--- src/rtl/veriyolu_par.sv ---
// veriyolu_par: small register-file engine with one outstanding memory access.
// Non-memory ops retire on the accept edge; LD/ST hold mem_req until mem_ack.
// Optional feature: define VERIYOLU_FLAGS_EN to add the 2-bit flags output
// ([0] zero, [1] carry/borrow), updated by ALU ops only.
//
// state | meaning
// IDLE  | cmd_ready=1; LDI/MOV/ALU complete here, LD/ST move to MEM
// MEM   | access outstanding; mem_req=1, commands and ack-less cycles wait
module veriyolu_par #(
  parameter  int WIDTH = 8,
  parameter  int NREG  = 4,
  localparam int RW    = $clog2(NREG)
) (
  input  logic             aclk,
  input  logic             arst,
  input  logic             cmd_valid,
  output logic             cmd_ready,
  input  logic [2:0]       cmd_op,
  input  logic [RW-1:0]    cmd_dst,
  input  logic [RW-1:0]    cmd_src,
  input  logic [WIDTH-1:0] cmd_imm,
  output logic             mem_req,
  output logic             mem_we,
  output logic [WIDTH-1:0] mem_addr,
  output logic [WIDTH-1:0] mem_wdata,
  input  logic [WIDTH-1:0] mem_rdata,
  input  logic             mem_ack,
  input  logic [RW-1:0]    dbg_sel,
`ifdef VERIYOLU_FLAGS_EN
  output logic [1:0]       flags,
`endif
  output logic [WIDTH-1:0] dbg_data
);

  localparam logic [2:0] OP_LDI = 3'd0;
  localparam logic [2:0] OP_MOV = 3'd1;
  localparam logic [2:0] OP_ADD = 3'd2;
  localparam logic [2:0] OP_SUB = 3'd3;
  localparam logic [2:0] OP_AND = 3'd4;
  localparam logic [2:0] OP_XOR = 3'd5;
  localparam logic [2:0] OP_LD  = 3'd6;
  localparam logic [2:0] OP_ST  = 3'd7;

  typedef enum logic {IDLE, MEM} state_t;

  state_t             r_state;
  logic [WIDTH-1:0]   r_regs [NREG];
  logic [RW-1:0]      r_dst;

  logic [WIDTH-1:0]   w_a;
  logic [WIDTH-1:0]   w_b;
  logic [WIDTH-1:0]   w_add;
  logic [WIDTH-1:0]   w_sub;
  logic [WIDTH-1:0]   w_alu;
  logic               w_is_alu;
  logic               w_accept;

  assign w_a       = r_regs[cmd_dst];
  assign w_b       = r_regs[cmd_src];
  assign w_add     = w_a + w_b;
  assign w_sub     = w_a - w_b;
  assign w_is_alu  = (cmd_op == OP_ADD) || (cmd_op == OP_SUB) ||
                     (cmd_op == OP_AND) || (cmd_op == OP_XOR);
  assign cmd_ready = (r_state == IDLE);
  assign w_accept  = cmd_valid && cmd_ready;
  assign dbg_data  = r_regs[dbg_sel];

  // ALU result selection; operands are the pre-edge register values
  always_comb begin
    w_alu = '0;
    case (cmd_op)
      OP_ADD:  w_alu = w_add;
      OP_SUB:  w_alu = w_sub;
      OP_AND:  w_alu = w_a & w_b;
      OP_XOR:  w_alu = w_a ^ w_b;
      default: w_alu = '0;
    endcase
  end

`ifdef VERIYOLU_FLAGS_EN
  logic [1:0] r_flags;
  logic       w_carry;

  assign flags = r_flags;

  // Modular wrap on ADD means a carry-out; SUB borrows when dst < src
  always_comb begin
    w_carry = 1'b0;
    case (cmd_op)
      OP_ADD:  w_carry = (w_add < w_a);
      OP_SUB:  w_carry = (w_a < w_b);
      default: w_carry = 1'b0;
    endcase
  end

  // Flags follow ALU ops only; LDI/MOV/LD/ST leave them untouched
  always_ff @(posedge aclk or negedge arst) begin
    if (!arst) begin
      r_flags <= 2'b00;
    end else if (w_accept && w_is_alu) begin
      r_flags <= {w_carry, (w_alu == '0)};
    end
  end
`endif

  // Control FSM, register file and registered memory-side outputs
  always_ff @(posedge aclk or negedge arst) begin
    if (!arst) begin
      r_state   <= IDLE;
      r_dst     <= '0;
      mem_req   <= 1'b0;
      mem_we    <= 1'b0;
      mem_addr  <= '0;
      mem_wdata <= '0;
      for (int i = 0; i < NREG; i++) r_regs[i] <= '0;
    end else begin
      case (r_state)
        IDLE: begin
          if (cmd_valid) begin
            if (cmd_op == OP_LDI) begin
              r_regs[cmd_dst] <= cmd_imm;
            end else if (cmd_op == OP_MOV) begin
              r_regs[cmd_dst] <= w_b;
            end else if (w_is_alu) begin
              r_regs[cmd_dst] <= w_alu;
            end else begin
              mem_addr <= w_b;
              mem_we   <= (cmd_op == OP_ST);
              if (cmd_op == OP_ST) mem_wdata <= w_a;
              r_dst    <= cmd_dst;
              mem_req  <= 1'b1;
              r_state  <= MEM;
            end
          end
        end
        MEM: begin
          if (mem_ack) begin
            if (!mem_we) r_regs[r_dst] <= mem_rdata;
            mem_req <= 1'b0;
            r_state <= IDLE;
          end
        end
      endcase
    end
  end

endmodule

--- config.mk ---
export PLATFORM = sky130hd
export DESIGN_NAME = veriyolu_par
export DESIGN_NICKNAME = d
export VERILOG_FILES = /design/src/rtl/veriyolu_par.sv
export SDC_FILE = /design/constraint.sdc
export NUM_CORES = 1
export LEC_CHECK = 0
export ABC_CLOCK_PERIOD_IN_PS = 3600
export CELL_PAD_IN_SITES_DETAIL_PLACEMENT = 0
export CELL_PAD_IN_SITES_GLOBAL_PLACEMENT = 2
export CORE_UTILIZATION = 36
export DETAILED_ROUTE_END_ITERATION = 6
export GPL_TIMING_DRIVEN = 0
export PLACE_DENSITY_LB_ADDON = 0.3
export SLEW_MARGIN = 10
export SYNTH_ARGS = -nofsm -noshare
export SYNTH_HDL_FRONTEND = slang
export SYNTH_SLANG_ARGS = --single-unit
--- constraint.sdc ---
create_clock -name aclk -period 3.6 [get_ports aclk]
set_input_delay 0.72 -clock aclk [delete_from_list [all_inputs] [get_ports aclk]]
set_output_delay 0.72 -clock aclk [all_outputs]
set_load 0.01 [all_outputs]
== Yosys cells after proc, flatten, opt, wreduce, memory -nomap -nowiden ==
Index checks and enable logic that the tools add are counted.

* Reduce and logical (&&, ||, !) cells: 10
* Equality and inequality tests: 13
* Bitwise operators: 10
* Muxes and demuxes: 37
* Magnitude comparators: 6
* Add/sub/neg operators: 2

{| class="wikitable"
|+ Operators by type and width
! cell !! number
|-
| 2-to-1 mux 32 bit || 6
|-
| bitwise mux 32 bit || 4
|-
| 2-to-1 mux 8 bit || 8
|-
| one-hot mux 32 bit (2 select lines) || 1
|-
| binary-select mux 8 bit (select 2 bit) || 3
|-
| demux 8 bit (select 2 bit) || 2
|-
| one-hot mux 8 bit (4 select lines) || 1
|-
| greater-or-equal comparator 3 bit (second input constant) || 4
|-
| inequality test 2 bit (second input constant) || 6
|-
| inverter 2 -> 3 bit || 4
|-
| 2-to-1 mux 1 bit || 10
|-
| AND reduction 5 bit || 2
|-
| == test 3 bit (second input constant) || 3
|-
| adder 8 bit || 1
|-
| AND 8 bit || 1
|-
| subtractor 8 bit || 1
|-
| bitwise XOR 8 bit || 1
|-
| == test 3 x 2 -> 1 bit (second input constant) || 2
|-
| < comparator 3 x 1 -> 1 bit (second input constant) || 2
|-
| AND reduction 6 bit || 1
|-
| inequality test 4 x 1 -> 1 bit (second input constant) || 1
|-
| inverter 1 bit || 4
|-
| one-hot mux 1 bit (2 select lines) || 2
|-
| AND reduction 4 bit || 1
|-
| 4 further kinds || 7
|}

* Input bits: 29
* Logic and storage cells: 88
* Register bits after elaboration: 53

== Depth between registers and ports, before layout ==
Gate-level depths: netlist of the first run.

* Depth in word-level cells: 12
* Depth in mapped cells: 14
* Gate-level depth less buffers: 13

== Least setup slack after synthesis of the first run ==
OpenSTA, ideal clock, no wires.

* Path type: in2reg
* Start point: input port cmd_src[0]
* End point: register r_regs[21] in the netlist's numbering
* Path buffers: 1
* Stages on the path: 14
* Setup slack: 7 ps
* Data required time: 3466 ps
* Arrival time: 3459 ps
* Path through: buf_6 mux4_2 inv_1 ha_1 nand2b_1 o21ai_1 xor2_1 ha_1 a21oi_1 nand2_1 or3_1 a32o_1 a22oi_1 o21ai_0

* Cells in the longest elaborated chain, start to end: 12

{| class="wikitable"
|+ RTL lines
! element !! line !! text
|-
| start, declared || 20 || <nowiki>input logic [RW-1:0] cmd_src,</nowiki>
|-
| inverter 2 -> 3 bit (implied by the code) * || 59 || <nowiki>assign w_b = r_regs[cmd_src];</nowiki>
|-
| binary-select mux 8 bit (select 2 bit) * || 59 ||
|-
| 2-to-1 mux 8 bit (implied by the code) * (2 in series) || 59 ||
|-
| net w_b[1] || 51 || <nowiki>logic [WIDTH-1:0] w_b;</nowiki>
|-
| subtractor 8 bit / adder 8 bit (equally long branches) || 61, 60 ||
|-
| one-hot mux 8 bit (4 select lines) * || 71 || <nowiki>case (cmd_op)</nowiki>
|-
| bitwise mux 32 bit * || 125 || <nowiki>r_regs[cmd_dst] <= w_alu;</nowiki>
|-
| 2-to-1 mux 32 bit * || 124 || <nowiki>end else if (w_is_alu) begin</nowiki>
|-
| 2-to-1 mux 32 bit * || 122 || <nowiki>end else if (cmd_op == OP_MOV) begin</nowiki>
|-
| 2-to-1 mux 32 bit * || 120 || <nowiki>if (cmd_op == OP_LDI) begin</nowiki>
|-
| 2-to-1 mux 32 bit * || 119 || <nowiki>if (cmd_valid) begin</nowiki>
|-
| one-hot mux 32 bit (2 select lines) * || 117 || <nowiki>case (r_state)</nowiki>
|-
| end signal, assigned by index || 121 || <nowiki>r_regs[cmd_dst] <= cmd_imm;</nowiki>
|-
| end signal, assigned by index || 123 || <nowiki>r_regs[cmd_dst] <= w_b;</nowiki>
|-
| end signal, assigned by index || 125 ||
|-
| end, declared || 47 || <nowiki>logic [WIDTH-1:0] r_regs [NREG];</nowiki>
|}

Mark *: on every way through the listed nets, which the timed path passes. The rest lies on a longest branch. The select of a mux whose other input is x is not followed.
A chain may end at the register's enable or synchronous reset.

== Final worst setup path of the first run ==
* Start point: input port cmd_src[0]
* End point: register r_regs[5] in the netlist's numbering

Same word-level chain as after synthesis.

==> run_results.csv, run 1 <==
group,metric,value,unit
run_status,status,"finished clean",
synth,synth_fa_ha_area_share,5.79,%
synth,synth_xor_area_share,2.04,%
critical_path,max_stage_delay,0.58,ns
die,coreArea,10300,sq um
global_routing,grt_pass1_wl,18800,um
final_layout,multiInputGateArea,2330,sq um
synth,syn_nets,394,
clock_network,cts-root-buf,"clkbuf_8",
timing,fin_crit,3.47,ns
final_layout,final_common_cell,"dfrtp_1",
final_layout,final_util,46.0,%
die,num_rows,37,
clock_network,cts_tree,"built",
die,dieArea,11000,sq um
timing,fin_crit_sh,96.4,%
clock_network,clkLatencyLatePin,0.32,ns
clock_network,clk_pin_slew,0.10,ns
synth,syn_avg_cell_area,10.9,sq um
die,die_h,105,um
critical_path,path_cells,"buf_12, mux4_2, inv_2, ha_4, nand2b_4, o21ai_2, xor2_1, ha_2, a21oi_2, nand2_1, or3_1, a32o_1, a22oi_2, o21ai_1",
synth,synth_compound_area_share,20.7,%
critical_path,crit_type,"input pin to flip-flop",
critical_path,critPathBufInv,2,
synth,synth_edf_count,0,
final_layout,fillers,1032,
final_layout,area_growth,24.5,%
global_routing,antenna_found_initial,0,
final_layout,layout_common_cells,"dfrtp_1, clkdlybuf4s50_1, o21ai_1",
final_layout,nets,457,
min_path,worstHoldPathType,"input pin to asynchronous set/reset pin",
timing,tns,0,ns
clock_network,cts_max_level,2,
final_layout,final_layout_size_suffix_gt1_share,22.6,%
pwr,powerDensity,852,nW/um^2
pwr,vdd_drop_max,0.394,mV
placed_design,place.gp.congestion,0.834,
timing,rsz0062_at_grt,"no",
pwr,leakagePower,1.89,nW
clock_network,cts.sinks,53,
route,drtPass1Iterations,6,
critical_path,startpoint_type,"input pin",
synth,synth_ff_type,"dfrtp_1",
critical_path,crit_path_top_delay_cell,"mux4_2",
timing,worst_slew_pin_slew,1.11,ns
timing,setup_violations,0,
global_routing,globalRouteOverflowTotal,0,
die,die_x,105,um
synth,syn_inst,348,
die,floorplan.initialDensity,37.0,%
final_layout,seq_area,1330,sq um
critical_path,cp.arrival,3.67,ns
clock_network,cts_buffers,5,
placed_design,port_buffers,49,
placed_design,hpwl,8560,um
critical_path,cp.required,3.80,ns
synth,synth_simple_gate_area_share,9.97,%
synth,synth_async_sr_flop_share,100,%
final_layout,num_antenna_cells,0,
clock_network,cts_hold_buf,0,
route,num_vias,3329,
timing,fin_skew,0.00845,ns
synth,synthesis.area,3800,sq um
critical_path,cpLargestDelayFamily,"compound AO/OA/AOI/OAI gates",
route,ant_nets,0,
route,route.detailed.drc,0,
synth,synth_seq_cells,53,
timing,hold_viol,0,
global_routing,track_usage,22.3,%
clock_network,clockBufferDepth,2,
global_routing,grt_pass1_vias,3291,
synth,synth_mux_area_share,21.0,%
synth,synth_cell_types,57,
die,ioPinCount,56,
route,wl_per_cell,21.5,um
synth,yosysWarningCount,0,
route,drt_wl_total,11800,um
global_routing,grt_start_max_net_pins,54,
timing,timing.fmax,288,MHz
critical_path,end_kind,"flip-flop",
critical_path,path_max_fanout,8,
synth,ys_seq_area_share,34.9,%
timing,slew_violations,0,
timing,hold_slack,0.438,ns
synth,synth_top_family_by_area,"multiplexers",
route,drt_iter0_drc,271,
route,vias_per_cell,6.07,
run,max_cap_violations,0,
timing,relSlewSlack,25.7,%
## power by group
part           internal (W)  switching, W  leakage [nW]
Clock              0.000277      0.000213        0.0681
Combinational       0.00121       0.00127          1.14
Sequential         0.000847      0.000217         0.682
Total               0.00234       0.00169          1.89
## cells by family after synthesis
| group | Yosys count |
|---|---|
| compound gates | 115 |
| xor+xnor | 8 |
| fa+ha+maj | 17 |
| buf+inv | 35 |
| flops | 53 |
| mux | 43 |
| simple gates | 77 |
## synthesized netlist by cell type, drive strengths merged, types with 2 or more instances
cell type	instances	area, sq um
a21oi	11	55.1
clkbuf	12	85.1
nor2	13	56.3
nand2	34	128
a22oi	14	105
inv	13	48.8
o32ai	2	17.5
or3	2	12.5
mux2	14	158
ha	16	200
xnor2	5	51.3
nand3	4	20.0
mux4	28	631
and3	2	12.5
a222oi	4	40.0
nor3	6	41.3
nor2b	2	15.0
a31oi	3	25.0
nand2b	5	31.3
nor3b	4	30.0
o21ai	45	233
dfrtp	53	1330
o41ai	5	43.8
buf	10	78.8
a32oi	17	149
and2	4	26.3
xor2	3	26.3
a21boi	3	22.5
## flip-flops by register name, summed over array words and instances (netlist names)
register / count
mem_addr: 8
mem_req: 1
mem_wdata: 8
mem_we: 1
r_dst: 2
r_regs: 32
r_state: 1
## worst paths after layout
check                             from            to  slack, ns  depth (start not counted)
min in group aclk          mem_addr[0]   mem_addr[0]       0.49                          2
max in group asynchronous         arst   mem_addr[0]       2.68                          1
min                               arst  mem_wdata[3]       0.44                          1
max reg2reg                  r_regs[0]     r_regs[5]       0.28                         13
max                         cmd_src[0]     r_regs[5]       0.13                         14
min reg2reg                mem_addr[0]   mem_addr[0]       0.49                          2
## final cells by class
cell class                 instances  area share (%)
timing repair buffer              56            11.5
buffer                            22            3.73
tap                              136            3.60
clock buffer                       5            1.45
multi-input combinational        260            49.3
sequential                        53            28.0
clock inverter                     3            1.37
inverter                          13            1.03
## worst reg2reg max path, stage by stage (launching register included)
cell and delay [ns]:
dfrtp_1 0.41, mux4_2 0.55, inv_2 0.13, ha_4 0.16, nand2b_4 0.06, o21ai_2 0.14, xor2_1 0.19, ha_2 0.34
a21oi_2 0.14, nand2_1 0.09, or3_1 0.34, a32o_1 0.28, a22oi_2 0.27, o21ai_1 0.11
## metrics by stage
stage	setup slack (ns)	area, sq um	power, W	std cells
floorplan	0.00694	3800	0.00260	348
finish	0.129	4730	0.00403	548
global route	0.0130	4730	0.00435	548
CTS	0.0167	4630	0.00391	543
global placement	-0.654	4460	0.00334	533
detailed placement	-0.649	4470	0.00338	533
## routing by layer
layer  vias up  GRT usage, %  wire, um
met2       145          36.0      5700
met5         -             0         0
li1       1491             -         -
met1      1672          31.4      5010
met4         0          6.34       239
met3        21          2.81       843
## repair_timing
item	CTS	global route
pin swaps	0	9
setup endpoints to repair	20	20
setup buffers	2	5
resized for setup	4	20
No activity file was read; power rests on OpenSTA's default activity.
==> inputs of run 2 (changes only) <==
==> constraint.sdc (replaced) <==
create_clock -name aclk -period 3.6 [get_ports aclk]
set_input_delay 0.72 -clock aclk [delete_from_list [all_inputs] [get_ports aclk]]
set_output_delay 0.72 -clock aclk [all_outputs]
set_load 0.1 [all_outputs]
==> run 2 against run 1 <==
  * Cell area is 0.21% lower
  * Global-route usage about the same
  * Die area is the same
  * Final cell count did not move
  * Combinational power is 35% higher
  * Worst setup slack better by 0.00066 ns
  * First-iteration DRC count stayed put
  * Via count is 0.27% lower
  * Non-clock buffer count did not move
  * Clock-buffer cell count unchanged
  * Highest routed layer unchanged
==> run_results.csv, run 2 (synthesized netlist as in run 1, its figures left out) <==
group,metric,value,unit
critical_path,path_max_fanout,8,
critical_path,startpoint_type,"input pin",
run_status,status,"finished clean",
route,wl_per_cell,21.5,um
clock_network,clockBufferDepth,2,
clock_network,cts_buffers,5,
global_routing,globalRouteOverflowTotal,0,
die,ioPinCount,56,
critical_path,path_cells,"buf_12, mux4_2, inv_2, ha_4, nand2b_4, o21ai_2, xor2_1, ha_2, a21oi_2, nand2_1, or3_1, a32o_1, a22oi_2, o21ai_1",
global_routing,track_usage,22.3,%
critical_path,crit_path_top_delay_cell,"mux4_2",
timing,timing.fmax,288,MHz
global_routing,antenna_found_initial,0,
critical_path,r2r-start,"r_regs[0]",
timing,fin_ws,0.130,ns
clock_network,cts_tree,"built",
timing,slew_violations,0,
critical_path,cp.arrival,3.67,ns
final_layout,largest_register,"r_regs",
critical_path,critPathBufInv,2,
placed_design,hpwl,8560,um
pwr,vdd_drop_max,0.428,mV
timing,fin_crit,3.47,ns
clock_network,cts_max_level,2,
pwr,p_sw_share,52.9,%
placed_design,place_area,4470,sq um
clock_network,cts_hold_buf,0,
route,num_vias,3320,
pwr,pwr-share-seq,21.8,%
timing,setup_violations,0,
final_layout,num_antenna_cells,0,
run,max_cap_violations,0,
clock_network,cts.sinks,53,
min_path,worstHoldPathType,"input pin to asynchronous set/reset pin",
final_layout,layout_common_cells,"dfrtp_1, clkdlybuf4s50_1, o21ai_1",
final_layout,final_common_cell,"dfrtp_1",
route,drt_iter0_drc,271,
route,vias_per_cell,6.06,
timing,worst_slew_pin_slew,1.11,ns
critical_path,timing.rr.end,"r_regs[5]",
clock_network,clk_pin_slew,0.10,ns
timing,relSlewSlack,25.6,%
die,coreArea,10300,sq um
die,num_rows,37,
final_layout,post-route-cell-area,4720,sq um
final_layout,reg_top3,"r_regs (32), mem_addr (8), mem_wdata (8)",
placed_design,place.gp.congestion,0.834,
die,die_x,105,um
route,ant_nets,0,
global_routing,grt_pass1_vias,3291,
final_layout,largest_reg_flops,32,
critical_path,max_stage_delay,0.57,ns
timing,hold_viol,0,
pwr,powerDensity,1040,nW/um^2
critical_path,cp.required,3.80,ns
critical_path,r2r_cells,13,
route,drt_wl_total,11800,um
clock_network,cts-root-buf,"clkbuf_8",
global_routing,grt_start_max_net_pins,54,
pwr,intPower,0.00230,W
pwr,power_frac_clock,10.0,%
final_layout,area_growth,24.2,%
final_layout,nets,457,
pwr,power.net_switching,0.00259,W
timing,fin_crit_sh,96.4,%
final_layout,final_layout_size_suffix_gt1_share,22.6,%
pwr,leakagePower,1.92,nW
route,top_layer,"met4",
placed_design,port_buffers,49,
timing,rsz0062_at_grt,"no",
critical_path,r2r_slack,0.28,ns
clock_network,clkLatencyLatePin,0.32,ns
pwr,pwr-share-comb,68.2,%
route,wl_met1,5040,um
die,floorplan.initialDensity,37.0,%
global_routing,grt_pass1_wl,18800,um
route,drtPass1Iterations,6,
critical_path,end_kind,"flip-flop",
route,route.detailed.drc,0,
route,wl_met3,796,um
die,dieArea,11000,sq um
critical_path,crit_type,"input pin to flip-flop",
die,die_h,105,um
critical_path,cpLargestDelayFamily,"compound AO/OA/AOI/OAI gates",
timing,tns,0,ns
placed_design,dp_slack,-0.649,ns
timing,fin_skew,0.00867,ns
route,wl_met2,5700,um
==> run 2: cell count changes in the layout (fill, tap and decap cells not counted), sizes merged <==
cell           previous run  this run
clkdlybuf4s50            47        39
dlygate4sd2               0         8
==> run 2: how the worst max path moves through the flow <==
stage / cells past startpoint / end / startpoint
global placement: 13 / r_regs[21] / cmd_op[2]
finish: 14 / r_regs[5] / cmd_src[0]
detailed placement: 13 / r_regs[3] / cmd_op[2]
floorplan: 14 / r_regs[21] / cmd_src[0]
global route: 14 / r_regs[5] / cmd_src[0]
CTS: 13 / r_regs[21] / cmd_op[1]
==> run 2: cell type report <==
| class | count | area, sq um |
|---|---|---|
| Buffer | 22 | 176 |
| Tap cell | 136 | 170 |
| Inverter | 13 | 48.8 |
| Clock inverter | 3 | 65.1 |
| Clock buffer | 5 | 68.8 |
| Fill cell | 1036 | 5560 |
| Multi-Input combinational cell | 260 | 2330 |
| Sequential cell | 53 | 1330 |
| Timing Repair Buffer | 56 | 533 |
==> run 2: repair_timing <==
item                                    4_1_cts  5_1_grt
pin swaps                                     0        9
gates resized for setup                      12       20
setup buffers                                 2        5
endpoints found under the setup margin       28       20
==> run 2: power by group through the flow <==
| stage | clock [W] | combinational [W] | sequential, W |
|---|---|---|---|
| floorplan | 0 | 0.00188 | 0.00162 |
| global placement | 0 | 0.00318 | 0.00105 |
| detailed placement | 0 | 0.00321 | 0.00107 |
| CTS | 0.000501 | 0.00322 | 0.00106 |
| global route | 0.000526 | 0.00359 | 0.00110 |
| finish | 0.000490 | 0.00334 | 0.00106 |
==> run 2: metal layers <==
layer,GRT usage (%),vias up
li1,-,1491
met1,31.4,1665
met2,36.1,145
met3,2.81,19
met4,6.34,0
met5,0,-
==> run 2: worst reg2reg max path, cell delays in order, from the launching register on <==
cell      delay [ns]
dfrtp_1         0.41
mux4_2          0.55
inv_2           0.13
ha_4            0.16
nand2b_4        0.06
o21ai_2         0.14
xor2_1          0.19
ha_2            0.34
a21oi_2         0.14
nand2_1         0.09
or3_1           0.34
a32o_1          0.28
a22oi_2         0.27
o21ai_1         0.11
==> run 2: metrics by stage <==
step           power (W)  std cells  utilization (%)  hold slack (ns)
2_1_floorplan    0.00350        348                -            0.424
3_3_place_gp     0.00424        533             43.4            0.468
3_5_place_dp     0.00428        533             43.5            0.477
4_1_cts          0.00478        543             45.0            0.478
5_1_grt          0.00522        548             45.9            0.477
6_report         0.00489        548             45.9            0.438
==> inputs of run 3 (changes only) <==
- CORE_ASPECT_RATIO: default -> 0.6
==> run 3 against run 2 <==
  * Critical path type is now input pin to output pin
  * Global-route usage up 1.7 points
  * Final cell count unchanged
  * Largest cell class unchanged
  * Via count up 0.72%
  * Cell area up 1.3%
  * Total power up 2.0%
==> run_results.csv, run 3 (synthesized netlist as in run 1, its figures left out) <==
group,metric,value,unit
final_layout,multiInputGateArea,2330,sq um
placed_design,hpwl,8970,um
timing,worst_slew_pin_slew,1.06,ns
timing,hold_viol,0,
die,die_h,81.6,um
route,wl_per_cell,22.3,um
pwr,p_total,0.00499,W
pwr,vdd_drop_max,0.730,mV
route,drtPass1Iterations,5,
clock_network,cts_buffers,5,
timing,fin_skew,0.0128,ns
global_routing,track_usage,24.1,%
clock_network,clk_pin_slew,0.07,ns
clock_network,clockBufferDepth,2,
pwr,powerDensity,1040,nW/um^2
die,floorplan.initialDensity,37.8,%
pwr,pwr-share-comb,67.1,%
timing,setup_violations,0,
critical_path,r2r_cells,13,
pwr,intPower,0.00241,W
route,vias_per_cell,6.10,
final_layout,area_growth,25.8,%
die,ioPinCount,56,
placed_design,port_buffers,49,
final_layout,fillers,935,
final_layout,nets,458,
route,ant_nets,0,
pwr,leakagePower,1.91,nW
final_layout,reg_top3,"r_regs (32), mem_addr (8), mem_wdata (8)",
clock_network,clkLatencyLatePin,0.31,ns
timing,timing.fmax,286,MHz
final_layout,largest_register,"r_regs",
clock_network,cts_max_level,2,
clock_network,cts-root-buf,"clkbuf_16",
critical_path,path_max_fanout,8,
clock_network,cts_tree,"built",
critical_path,crit_type,"input pin to output pin",
timing,rsz0062_at_grt,"no",
global_routing,grt_pass1_vias,3271,
final_layout,final_layout_size_suffix_gt1_share,23.0,%
die,dieArea,11000,sq um
timing,tns,0,ns
critical_path,cp.required,2.88,ns
clock_network,cts.sinks,53,
timing,fin_crit,3.50,ns
pwr,p_sw_share,51.7,%
run,max_cap_violations,0,
pwr,pwr-share-seq,21.3,%
critical_path,startpoint_type,"input pin",
placed_design,place.gp.congestion,0.827,
timing,fin_crit_sh,97.2,%
final_layout,largest_reg_flops,32,
timing,relSlewSlack,28.7,%
route,num_vias,3344,
die,num_rows,28,
global_routing,globalRouteOverflowTotal,0,
pwr,power.net_switching,0.00258,W
global_routing,grt_pass1_wl,19200,um
global_routing,grt_start_max_net_pins,54,
route,route.detailed.drc,0,
global_routing,antenna_found_initial,0,
route,drt_iter0_drc,304,
die,die_x,135,um
min_path,worstHoldPathType,"input pin to asynchronous set/reset pin",
die,coreArea,10100,sq um
run_status,status,"finished clean",
critical_path,end_kind,"output pin",
final_layout,num_antenna_cells,0,
final_layout,layout_common_cells,"dfrtp_1, clkdlybuf4s50_1, o21ai_1",
critical_path,cp.arrival,2.78,ns
pwr,power_frac_clock,11.6,%
route,drt_wl_total,12200,um
clock_network,cts_hold_buf,0,
final_layout,final_common_cell,"dfrtp_1",
timing,slew_violations,0,
final_layout,seq_area,1330,sq um
run 3: changes by cell type in the layout (fill, tap and decap cells not counted), sizes merged:
cell,change
bufinv,-1
clkdlybuf4s50,+9
clkbuf,+2
dlymetal6s2s,-1
clkinv,-1
dlygate4sd2,-8
buf,+1
run 3: cell type report:
type | count | share of cell area, %
clock buffers | 7 | 2.98
plain buffers | 22 | 3.79
repair buffers | 57 | 11.5
multi-input cells | 260 | 48.8
clock inverters | 1 | 0.628
well taps | 135 | 3.53
flip-flops and latches | 53 | 27.7
inverters | 13 | 1.07
run 3: power groups by stage:
| stage | clock, W | combinational [W] | sequential, W |
|---|---|---|---|
| floorplan | 0 | 0.00188 | 0.00162 |
| global placement | 0 | 0.00316 | 0.00105 |
| detailed placement | 0 | 0.00318 | 0.00106 |
| CTS | 0.000583 | 0.00322 | 0.00105 |
| global route | 0.000617 | 0.00360 | 0.00110 |
| finish | 0.000580 | 0.00335 | 0.00106 |
run 3: what timing repair did:
action,in CTS,in global routing
endpoints found under the setup margin,28,20
gates cloned,0,0
hold endpoints to repair,0,0
pin swaps,0,6
gates resized for setup,5,20
setup buffers,2,6
run 3: worst paths after layout:
check                              end  slack, ns        start
setup / recovery           dbg_data[7]       0.10   dbg_sel[1]
hold / removal              r_regs[20]       0.47         arst
setup reg to reg            r_regs[21]       0.31    r_regs[0]
hold reg to reg            mem_addr[7]       0.50  mem_addr[7]
max in group asynchronous  mem_addr[2]       2.66         arst
min in group aclk          mem_addr[7]       0.50  mem_addr[7]
run 3: worst max-delay path, stage by stage:
cell and delay [ns]:
buf_1 0.54, mux4_2 0.37, clkdlybuf4s50_1 1.14
run 3: per-layer routing:
metal | GRT usage, % | part of all wire [%] | up-vias
li1 | - | - | 1492
met4 | 4.16 | 0.91 | 0
met1 | 38.0 | 53 | 1697
met5 | 0 | 0 | -
met2 | 34.1 | 40 | 142
met3 | 4.20 | 6.9 | 13
run 3: stage by stage:
step / std cells / instance area (sq um) / setup slack (ns) / hold WS [ns] / utilization, %
global placement: 532 / 4460 / -0.719 / 0.475 / 44.4
floorplan: 348 / 3800 / 0.00694 / 0.424 / -
detailed placement: 532 / 4470 / -0.705 / 0.479 / 44.4
finish: 548 / 4780 / 0.102 / 0.471 / 47.6
global route: 548 / 4780 / 0.00453 / 0.520 / 47.6
CTS: 542 / 4670 / 0.00319 / 0.495 / 46.5
